===== src/rtl/arb_pkg.sv =====
// Shared types and default sizing for the rotating-priority arbiter.
package arb_pkg;

  typedef enum logic [0:0] {
    IDLE,
    GRANTED
  } arb_state_t;

  localparam int unsigned ARB_NUM_REQ  = 4;
  localparam int unsigned ARB_MAX_HOLD = 8;

endpackage


===== src/rtl/ps_fixed.sv =====
// Combinational MSB-first fixed-priority selector. Output is one-hot or zero.
module ps_fixed #(
  parameter int unsigned WIDTH = 4
) (
  input  logic             en,
  input  logic [WIDTH-1:0] req,
  output logic [WIDTH-1:0] gnt
);

  // Highest set request bit wins; nothing is granted while en is low.
  always_comb begin
    logic found;
    gnt   = '0;
    found = 1'b0;
    if (en) begin
      for (int i = WIDTH - 1; i >= 0; i--) begin
        if (req[i] && !found) begin
          gnt[i] = 1'b1;
          found  = 1'b1;
        end
      end
    end
  end

endmodule


===== src/rtl/rr_arbiter.sv =====
// Rotating-priority arbiter with a registered one-hot grant held until release.
// Optional forced release after MAX_HOLD cycles when RR_ARB_TIMEOUT_EN is defined.
module rr_arbiter
  import arb_pkg::*;
#(
  parameter int unsigned NUM_REQ  = ARB_NUM_REQ,
  parameter int unsigned MAX_HOLD = ARB_MAX_HOLD
) (
  input  logic                       clock,
  input  logic                       reset,
  input  logic                       en,
  input  logic [NUM_REQ-1:0]         req,
  input  logic                       done,
  output logic [NUM_REQ-1:0]         gnt,
  output logic                       gnt_valid,
  output logic [$clog2(NUM_REQ)-1:0] gnt_idx
`ifdef RR_ARB_TIMEOUT_EN
  ,
  output logic                       timeout
`endif
);

  localparam int unsigned IdxW = $clog2(NUM_REQ);

  arb_state_t         state;
  logic [IdxW-1:0]    ptr;
  logic [IdxW-1:0]    sel_ptr;
  logic [IdxW-1:0]    win_idx;
  logic [NUM_REQ-1:0] rot_req;
  logic [NUM_REQ-1:0] rot_gnt;
  logic [NUM_REQ-1:0] win_gnt;
  logic               release_now;
  logic               can_grant;
  logic               hold_expired;

`ifdef RR_ARB_TIMEOUT_EN
  localparam int unsigned CntW = $clog2(MAX_HOLD + 1);
  logic [CntW-1:0] hold_cnt;

  // Final cycle of a grant; forced release at the edge that ends it.
  always_comb begin
    hold_expired = (state == GRANTED) && (hold_cnt == CntW'(MAX_HOLD - 1));
    // A coinciding normal release suppresses the pulse.
    timeout      = hold_expired && !done && req[gnt_idx];
  end
`else
  assign hold_expired = 1'b0;
`endif

  // Release decision and the priority pointer used for this edge's arbitration.
  always_comb begin
    release_now = (state == GRANTED) && (done || !req[gnt_idx] || hold_expired);
    can_grant   = en && ((state == IDLE) || release_now);
    sel_ptr     = ptr;
    if (release_now) begin
      // Holder becomes lowest priority: new top is the index just below it.
      sel_ptr = (gnt_idx == '0) ? IdxW'(NUM_REQ - 1) : gnt_idx - 1'b1;
    end
  end

  // Rotate so that index sel_ptr lands on the selector's MSB.
  always_comb begin
    rot_req = '0;
    for (int k = 0; k < int'(NUM_REQ); k++) begin
      rot_req[k] = req[IdxW'((32'(sel_ptr) + 32'(k) + 32'd1) % NUM_REQ)];
    end
  end

  ps_fixed #(
    .WIDTH(NUM_REQ)
  ) u_ps_fixed (
    .en (can_grant),
    .req(rot_req),
    .gnt(rot_gnt)
  );

  // Undo the rotation and encode the winner's index.
  always_comb begin
    win_gnt = '0;
    win_idx = '0;
    for (int k = 0; k < int'(NUM_REQ); k++) begin
      win_gnt[IdxW'((32'(sel_ptr) + 32'(k) + 32'd1) % NUM_REQ)] = rot_gnt[k];
    end
    for (int i = 0; i < int'(NUM_REQ); i++) begin
      if (win_gnt[i]) win_idx = IdxW'(i);
    end
  end

  // Grant FSM with registered grant, index, pointer and hold counter.
  always_ff @(posedge clock or posedge reset) begin
    if (reset) begin
      state    <= IDLE;
      gnt      <= '0;
      gnt_idx  <= '0;
      ptr      <= IdxW'(NUM_REQ - 1);
`ifdef RR_ARB_TIMEOUT_EN
      hold_cnt <= '0;
`endif
    end else begin
      unique case (state)
        IDLE: begin
          if (|win_gnt) begin
            state    <= GRANTED;
            gnt      <= win_gnt;
            gnt_idx  <= win_idx;
`ifdef RR_ARB_TIMEOUT_EN
            hold_cnt <= '0;
`endif
          end
        end
        GRANTED: begin
          if (release_now) begin
            ptr <= sel_ptr;
            if (|win_gnt) begin
              gnt      <= win_gnt;
              gnt_idx  <= win_idx;
`ifdef RR_ARB_TIMEOUT_EN
              hold_cnt <= '0;
`endif
            end else begin
              state   <= IDLE;
              gnt     <= '0;
              gnt_idx <= '0;
            end
          end else begin
`ifdef RR_ARB_TIMEOUT_EN
            hold_cnt <= hold_cnt + 1'b1;
`endif
          end
        end
        default: state <= IDLE;
      endcase
    end
  end

  assign gnt_valid = |gnt;

endmodule

===== config.mk =====
export PLATFORM = sky130hd
export DESIGN_NAME = rr_arbiter
export DESIGN_NICKNAME = d
export VERILOG_FILES = /design/src/rtl/arb_pkg.sv /design/src/rtl/ps_fixed.sv /design/src/rtl/rr_arbiter.sv
export SDC_FILE = /design/constraint.sdc
export NUM_CORES = 1
export LEC_CHECK = 0
export CAP_MARGIN = 20
export CELL_PAD_IN_SITES_DETAIL_PLACEMENT = 1
export CELL_PAD_IN_SITES_GLOBAL_PLACEMENT = 1
export CORE_ASPECT_RATIO = 1.5
export CORE_MARGIN = 3
export CORE_UTILIZATION = 35
export CTS_CLUSTER_DIAMETER = 80
export CTS_CLUSTER_SIZE = 30
export DETAILED_ROUTE_END_ITERATION = 16
export PLACE_DENSITY_LB_ADDON = 0.08
export SLEW_MARGIN = 20
export SYNTH_ARGS = -nofsm -noshare
export SYNTH_HDL_FRONTEND = slang
export SYNTH_HIERARCHICAL = 1
export SYNTH_SLANG_ARGS = --single-unit

===== constraint.sdc =====
create_clock -name clock -period 3.45 [get_ports clock]
set_input_delay 0.8625 -clock clock [delete_from_list [all_inputs] [get_ports clock]]
set_output_delay 0.8625 -clock clock [all_outputs]
set_load 0.02 [all_outputs]

==> results.cfg <==
[clocking]
cts_tree = built
htreeDepth = 1
cts.sinks = 9
cts.clk_slew.worst_paths_ns = 0.06
clk_latency_ns = 0.27
clock_path_buffers = 2
cts-root-buf = clkbuf_4
ctsHoldBuffers = 0
numCtsBuffers = 3

[detailed_routing]
drt-pass1-iter-count = 5
avgViaCountPerCell = 5.94
route.detailed.wl_per_inst_um = 21.6
wirelength_um = 3910
drt_iter0_markers = 29
ant_nets = 0
vias = 1076
drc = 0

[sta]
rsz0062_at_grt = true
fin_tns_setup_ns = -2.30
timing.fmax_mhz = 262
period_needed_ns = 3.81
timing.final.ws_setup_ns = -0.363
hold_viol = 0
clock_skew_ns = 0.00609
drv_slew = 0
setup_violations = 7
tightest_slew_ns = 0.432
max-slew-margin-rel = 0.712
fin_crit_sh = 1.11

[floorplanning]
initial_utilization = 0.387
die_y_um = 68.3
num_rows = 21
die_w_um = 47.5
io_pins = 15
die_area_sq_um = 3240
core-area_sq_um = 2340

[min_path]
hold_class = register to register
hold_depth = 2

[placement]
io_buffer_count = 14
dpl_cell_area_sq_um = 1370
dp_hpwl_um = 2470
post-place-ws_ns = -0.887
place_congestion = 0.814

[synth]
synth_mux_area_frac = 0.144
synth_top_family_by_area = compound AO/OA/AOI/OAI gates
mappedNetlistArea_sq_um = 905
synth-simple-area-share = 0.199
ys.flop_type = dfrtp_1
synth_edf_count = 0
yosysSeqAreaShare = 0.252
synth.area.top_cells = dfrtp_1 (19%), ha_1 (12%), mux2i_1 (7.7%)
async_reset_ff_frac = 1.00
syn_nets = 122
netlist_instances = 105
synth_most_common_cell = inv_1
synth-xor-area-share = 0
synth_warnings = 6
syn_area_per_cell_sq_um = 8.62
ys_types = 33
synth-compound-area-share = 0.216
synth_area_leader_cell = dfrtp_1
ys_seq_elements = 9
synthTopCellsByCount = inv_1 (13), a21oi_1 (10), ha_1 (9), nand2_1 (8)
synth_top_cell_area_share = 0.194
synth-adder-area-share = 0.124

[grt]
grt_max_degree = 12
grt_overflow_total = 0
grt_pass1_wl_um = 5260
grt_usage = 0.239
grt_pass1_vias = 1114
antenna_found_initial = 0

[cells_and_area]
nNetsFinal = 176
syn_to_final_growth_pct = 75.2
drive_above_1_share = 0.532
final_area_sq_um = 1590
antenna_cells = 0
fill_cells = 257

[worst_setup_path]
path_max_fanout = 4
cp_cell_sequence = buf_6, or2_4, o221ai_4, mux2_4, ha_4, nor2_4, mux2_4, nor2_4, a21oi_4, nor4b_4, buf_4, nand2_2, o211ai_1, a2111oi_4, a21oi_2, o22ai_1
critPathCaptureType = register
slowest_stage = mux2_4
start_kind = primary input
worstPathRequired_ns = 3.58
max_stage_delay_ns = 0.38
critPathArrivalTime_ns = 3.95
reg2regPathDepth = 18
worstSetupPathType = primary input to register

[flow_run]
maxCapViolCount = 0

[status]
violations = negative setup slack
status = finished with violations
[routing by layer]
metal	share of wire	track usage	vias to the layer above
met5	0	0	-
met4	0.064	0.131	0
met3	0.036	0.0237	23
met2	0.56	0.461	42
met1	0.34	0.226	533
li1	-	-	478
[kinds of logic after synthesis]
logic type                 Yosys count
buffers and inverters               15
AOI/OAI and AO/OA                   30
DFF                                  9
muxes                               12
and+or+nand+nor                     30
adders and majority gates            9
[through the flow]
stage | hold slack [ns] | util | instances
after floorplan | 0.611 | - | 105
after global placement | 0.550 | 0.584 | 169
after detailed placement | 0.558 | 0.584 | 169
after CTS | 0.574 | 0.660 | 178
after global routing | 0.643 | 0.678 | 181
final | 0.598 | 0.678 | 181
[cell usage in the layout (no fill, tap or decap), types with 4 or more instances in the layout]
| master | count |
|---|---|
| buf_4 | 36 |
| inv_1 | 12 |
| clkdlybuf4s50_1 | 9 |
| nand2_1 | 7 |
| dfrtp_1 | 7 |
| a21oi_1 | 6 |
| ha_1 | 6 |
| o22ai_1 | 5 |
| mux2i_4 | 4 |
| mux2_4 | 4 |
| nor2_1 | 4 |
| buf_2 | 4 |
[registers in the layout, summed over array words and instances, names as in the netlist]
| signal | flops |
|---|---|
| ptr | 2 |
| state | 1 |
| gnt_idx | 2 |
| gnt | 4 |
[final timing paths]
kind / from / to / slack [ns]
max in group asynchronous: reset / ptr[1]$_DFFE_PP1P_ / 2.30
worst min-delay path: gnt[0]$_DFFE_PP0P_ / gnt[0]$_DFFE_PP0P_ / 0.60
worst max-delay path: done / gnt[3]$_DFFE_PP0P_ / -0.36
worst min register to register: gnt[0]$_DFFE_PP0P_ / gnt[0]$_DFFE_PP0P_ / 0.60
worst max register to register: gnt_idx[0]$_DFFE_PP0P_ / gnt[3]$_DFFE_PP0P_ / -0.25
min in group asynchronous: reset / state$_DFF_PP0_ / 0.86
[area by class of cell]
| class | count | area [sq um] | area share |
|---|---|---|---|
| multi-input cells | 81 | 856 | 0.540 |
| clock buffers | 4 | 26.3 | 0.0166 |
| well taps | 23 | 28.8 | 0.0182 |
| flip-flops and latches | 9 | 228 | 0.144 |
| inverters | 14 | 55.1 | 0.0347 |
| repair buffers | 50 | 392 | 0.247 |
[worst max-delay path: cells and delay by family]
kind	cells	cell delay [ns]
compound gates	6	1.10
fa+ha+maj	1	0.18
buf+inv	2	0.28
mux	2	0.70
simple gates	5	0.82
[timing repair]
action                                  CTS  global route
endpoints found under the setup margin    7             7
resized for setup                        37            12
pin swaps                                18            13
setup buffers                             5             3
Power is left out: the tool's default activity adds up to more than one toggle a clock period on the data nets, which glitch-free logic cannot reach.
==> patch 1, RTL diff (config.mk and constraints unchanged) <==
Set the package constant `ARB_NUM_REQ` to 8 (it was 4).
--- a/src/rtl/arb_pkg.sv
+++ b/src/rtl/arb_pkg.sv
@@ -6,7 +6,7 @@
     GRANTED
   } arb_state_t;
 
-  localparam int unsigned ARB_NUM_REQ  = 4;
+  localparam int unsigned ARB_NUM_REQ  = 8;
   localparam int unsigned ARB_MAX_HOLD = 8;
 
 endpackage
Ports: changed (resized gnt, gnt_idx and req); port bits go from 15 to 24. No check against the original RTL was run, so the function may have changed too.
==> patch 1 against the unedited design <==
The run still ends with setup timing left; final area rose to 2.9 times the old value; sequential cell count rose by 6; global-route usage rose by 7.3 points; routed wire length rose to 3.7 times the old value; setup slack got worse by 2.0 ns; synthesized area rose to 3.2 times the old value; final cell count rose to 3.6 times the old value; count of clock-buffer cells in the layout did not move; synthesized cell count rose to 3.7 times the old value; critical path type unchanged; highest routed layer unchanged.
Power is not shown: default switching activity piles up to over one toggle a cycle in this logic, so the estimate is an artifact.
==> patch 1: results (changes against the unedited design) <==
The run finished, with violations left. The final reports fail on setup timing. The post-synthesis compound-gate area fraction came out at 0.328 (+0.113). The met3 track demand over resource in global routing is 0.0230 (-0.000713). The delay of the slowest cell on the worst path is 0.48 ns (+0.10 ns).

The global-route track usage on met1 is 0.346 (+0.120). The wire length per cell came out at 22.4 µm (+3.5%). The number of nets in the layout came to 562 (+220%). The post-synthesis share of cell area spent on xor and xnor gates came to 0.0249 (+0.0249). The setup skew after layout came out at 0.00252 ns (-0.00357 ns). The post-route worst setup slack is -2.35 ns (-1.98 ns). The final core area utilization is 0.575 (-0.103). The global-route wire length before repair was 22.9 mm (+340%). The clock insertion delay at the later pin of the skew report came to 0.24 ns (-0.03 ns). The share of synthesized area occupied by flip-flops and latches came out at 0.130 (-0.122). The final weighted congestion of routability-driven global placement was 0.897 (+10%). The synthesized cell area is 2920 µm² (+220%). The cell count after synthesis was 392 (+270%).

The final number of setup-violating endpoints was 12 (+5). The multi-input combinational gate total came out at 328 (+300%). The worst hold path begins at gnt[3]. The number of filler cells placed in the layout came out at 990 (+290%). For hold timing, the worst endpoint is gnt[3]. The biggest fanout along the worst timing path is 5 (+1). The total length of routed met2 wires came out at 8.01 mm (+260%). The via count of the first global-routing pass was 4268 (+280%). The number of buffers other than clock buffers in the final layout was 171 (+240%). The largest net degree at the start of global routing was 32 (+20). The mux contribution to synthesized area came to 0.132 (-0.0122).
patch 1: cell types whose count changed after synthesis, moves of 8 or more:
cell	change
sky130_fd_sc_hd__clkbuf_1	+12
sky130_fd_sc_hd__a21oi_1	+13
sky130_fd_sc_hd__mux2i_1	+19
sky130_fd_sc_hd__nand3_1	+8
sky130_fd_sc_hd__nor3_1	+14
sky130_fd_sc_hd__o211ai_1	+10
sky130_fd_sc_hd__nor2_1	+22
sky130_fd_sc_hd__inv_1	+8
sky130_fd_sc_hd__o21ai_0	+12
sky130_fd_sc_hd__a31oi_1	+10
sky130_fd_sc_hd__nand2_1	+46
patch 1: what timing repair did:
| action | in CTS | in global routing |
|---|---|---|
| pin swaps | 30 | 15 |
| hold endpoints to repair | 0 | 0 |
| endpoints found under the setup margin | 12 | 12 |
| resized for setup | 77 | 14 |
| buffers inserted | 12 | 3 |
==> patch 2, RTL diff (config.mk and constraints unchanged) <==
Made on the original files. Reset style: synchronous (`reset`), changed in one clocked block.
--- a/src/rtl/rr_arbiter.sv
+++ b/src/rtl/rr_arbiter.sv
@@ -87,7 +87,7 @@
   end
 
   // Grant FSM with registered grant, index, pointer and hold counter.
-  always_ff @(posedge clock or posedge reset) begin
+  always_ff @(posedge clock) begin
     if (reset) begin
       state    <= IDLE;
       gnt      <= '0;
Check against the original RTL: differs if reset is asserted again (counterexample within 4 cycles, from zero or initial values and one cycle with reset high); with reset held inactive, the same outputs for 4 cycles.
==> patch 2 against the unedited design <==
The flow still finishes with violations (setup timing); synthesized area is 6.4% higher; non-clock buffer count is 2 higher; final area is 9.2% higher; setup slack worse by 0.088 ns; die area is 5.7% higher; first-iteration DRC count is 21% lower; count of clock-buffer cells in the layout stayed put; via count is 4.3% lower; sequential cell count stayed put; global-route usage is 1.5 points lower; routed wire length is 4.0% lower; clock skew is 0.0031 ns lower.
==> patch 2: results (changes against the unedited design) <==
The final weighted congestion of routability-driven global placement was 0.803 (-1.4%). The flow ran to the end, but the final reports show violations. Among cell families on the critical path, the largest total delay comes from multiplexers. The post-route worst setup slack came to -0.451 ns (-0.0878 ns). The post-detailed-placement cell area is 1470 µm² (+7.9%).

The total wire length after detailed routing came out at 3.76 mm (-4.0%). The overall routing resource usage is 0.224 (-0.0151). The measured slew at the worst slew-check pin was 0.466 ns (+0.0338 ns). The synthesized net count came to 121 (-0.82%). The worst path arrival time came out at 4.08 ns (+0.13 ns). The delay of the slowest cell on the worst path came out at 0.51 ns (+0.13 ns). The wire length per cell is 19.3 µm (-11%). The share of synthesized area occupied by flip-flops and latches came out at 0.187 (-0.0645).

The post-cts repair resize count was 43 (+16%). The largest net degree at the start of global routing is 15 (+3). The async set or reset register ratio after synthesis is 0 (-1.00).

On the critical path, the stage with the largest delay is an instance of sky130_fd_sc_hd__mux4_2. The count of placed standard cells including taps is 182 (+7.7%). The number of violations reported at the end of detailed-routing iteration 0 came out at 23 (-21%). The setup skew after layout is 0.00303 ns (-0.00306 ns). The commonest cells after synthesis are 10 x sky130_fd_sc_hd__inv_1, 9 x sky130_fd_sc_hd__dfxtp_1, 9 x sky130_fd_sc_hd__ha_1, 9 x sky130_fd_sc_hd__mux2i_1, 8 x sky130_fd_sc_hd__nand3b_1. The final reports fail on setup timing.

The via count of the first global-routing pass came to 1156 (+3.8%). The post-CTS repair timing setup buffer count is 6 (+1). The mean number of vias per cell came out at 5.28 (-11%). Sorting the synthesized cells by area gives the leading types as sky130_fd_sc_hd__dfxtp_1 19%, sky130_fd_sc_hd__ha_1 12%, sky130_fd_sc_hd__mux2i_1 9.4%, sky130_fd_sc_hd__nand3b_1 6.2%, sky130_fd_sc_hd__a211oi_1 4.7%. The flop-to-flop setup slack is -0.18 ns (+0.07 ns).

The final number of setup-violating endpoints came out at 7 (unchanged).
## patch 2: changes by cell type after synthesis, sizes merged, moves of 4 or more
cell / delta
dfrtp: -7
a211oi: +7
nand2b: +4
nand2: -6
mux2: -4
dfxtp: +9
a21oi: -9
nand3b: +7
o22ai: -6
inv: -4
## patch 2: logic make-up (layout without fill, tap and decap cells)
group	count (synthesis)	after routing	synth area share
AOI/OAI and AO/OA	28	28	0.263
adders and majority gates	9	9	0.117
muxes	11	11	0.129
DFF	9	9	0.187
and+or+nand+nor	36	36	0.261
buffers and inverters	11	66	0.0429
## patch 2: path summary, 6_finish.rpt
path,from,to,cells past startpoint
hold reg to reg,gnt[1],gnt[1],2
setup reg to reg,gnt_idx[0],gnt_idx[1],18
hold / removal,gnt[1],gnt[1],2
setup / recovery,req[3],gnt_idx[1],16
## patch 2: area by class of cell
| class | instances | area (µm²) |
|---|---|---|
| Sequential cell | 9 | 180 |
| Tap cell | 36 | 45.0 |
| Multi-Input combinational cell | 84 | 997 |
| Inverter | 10 | 37.5 |
| Timing Repair Buffer | 52 | 445 |
| Fill cell | 265 | 801 |
| Clock buffer | 4 | 26.3 |
## patch 2: routing by layer
| layer | global-route usage | up-vias | wire (µm) |
|---|---|---|---|
| met5 | 0 | - | 0 |
| met4 | 0.0665 | 0 | 71 |
| met3 | 0.0171 | 8 | 90 |
| met2 | 0.437 | 20 | 2160 |
| met1 | 0.248 | 503 | 1430 |
| li1 | - | 499 | - |
## patch 2: report_power, final
| part | switching [W] | internal, W | total, W |
|---|---|---|---|
| combinational | 0.000745 | 0.000789 | 0.00153 |
| sequential | 0.0000414 | 0.000144 | 0.000185 |
| clock | 0.0000385 | 0.0000446 | 0.0000831 |
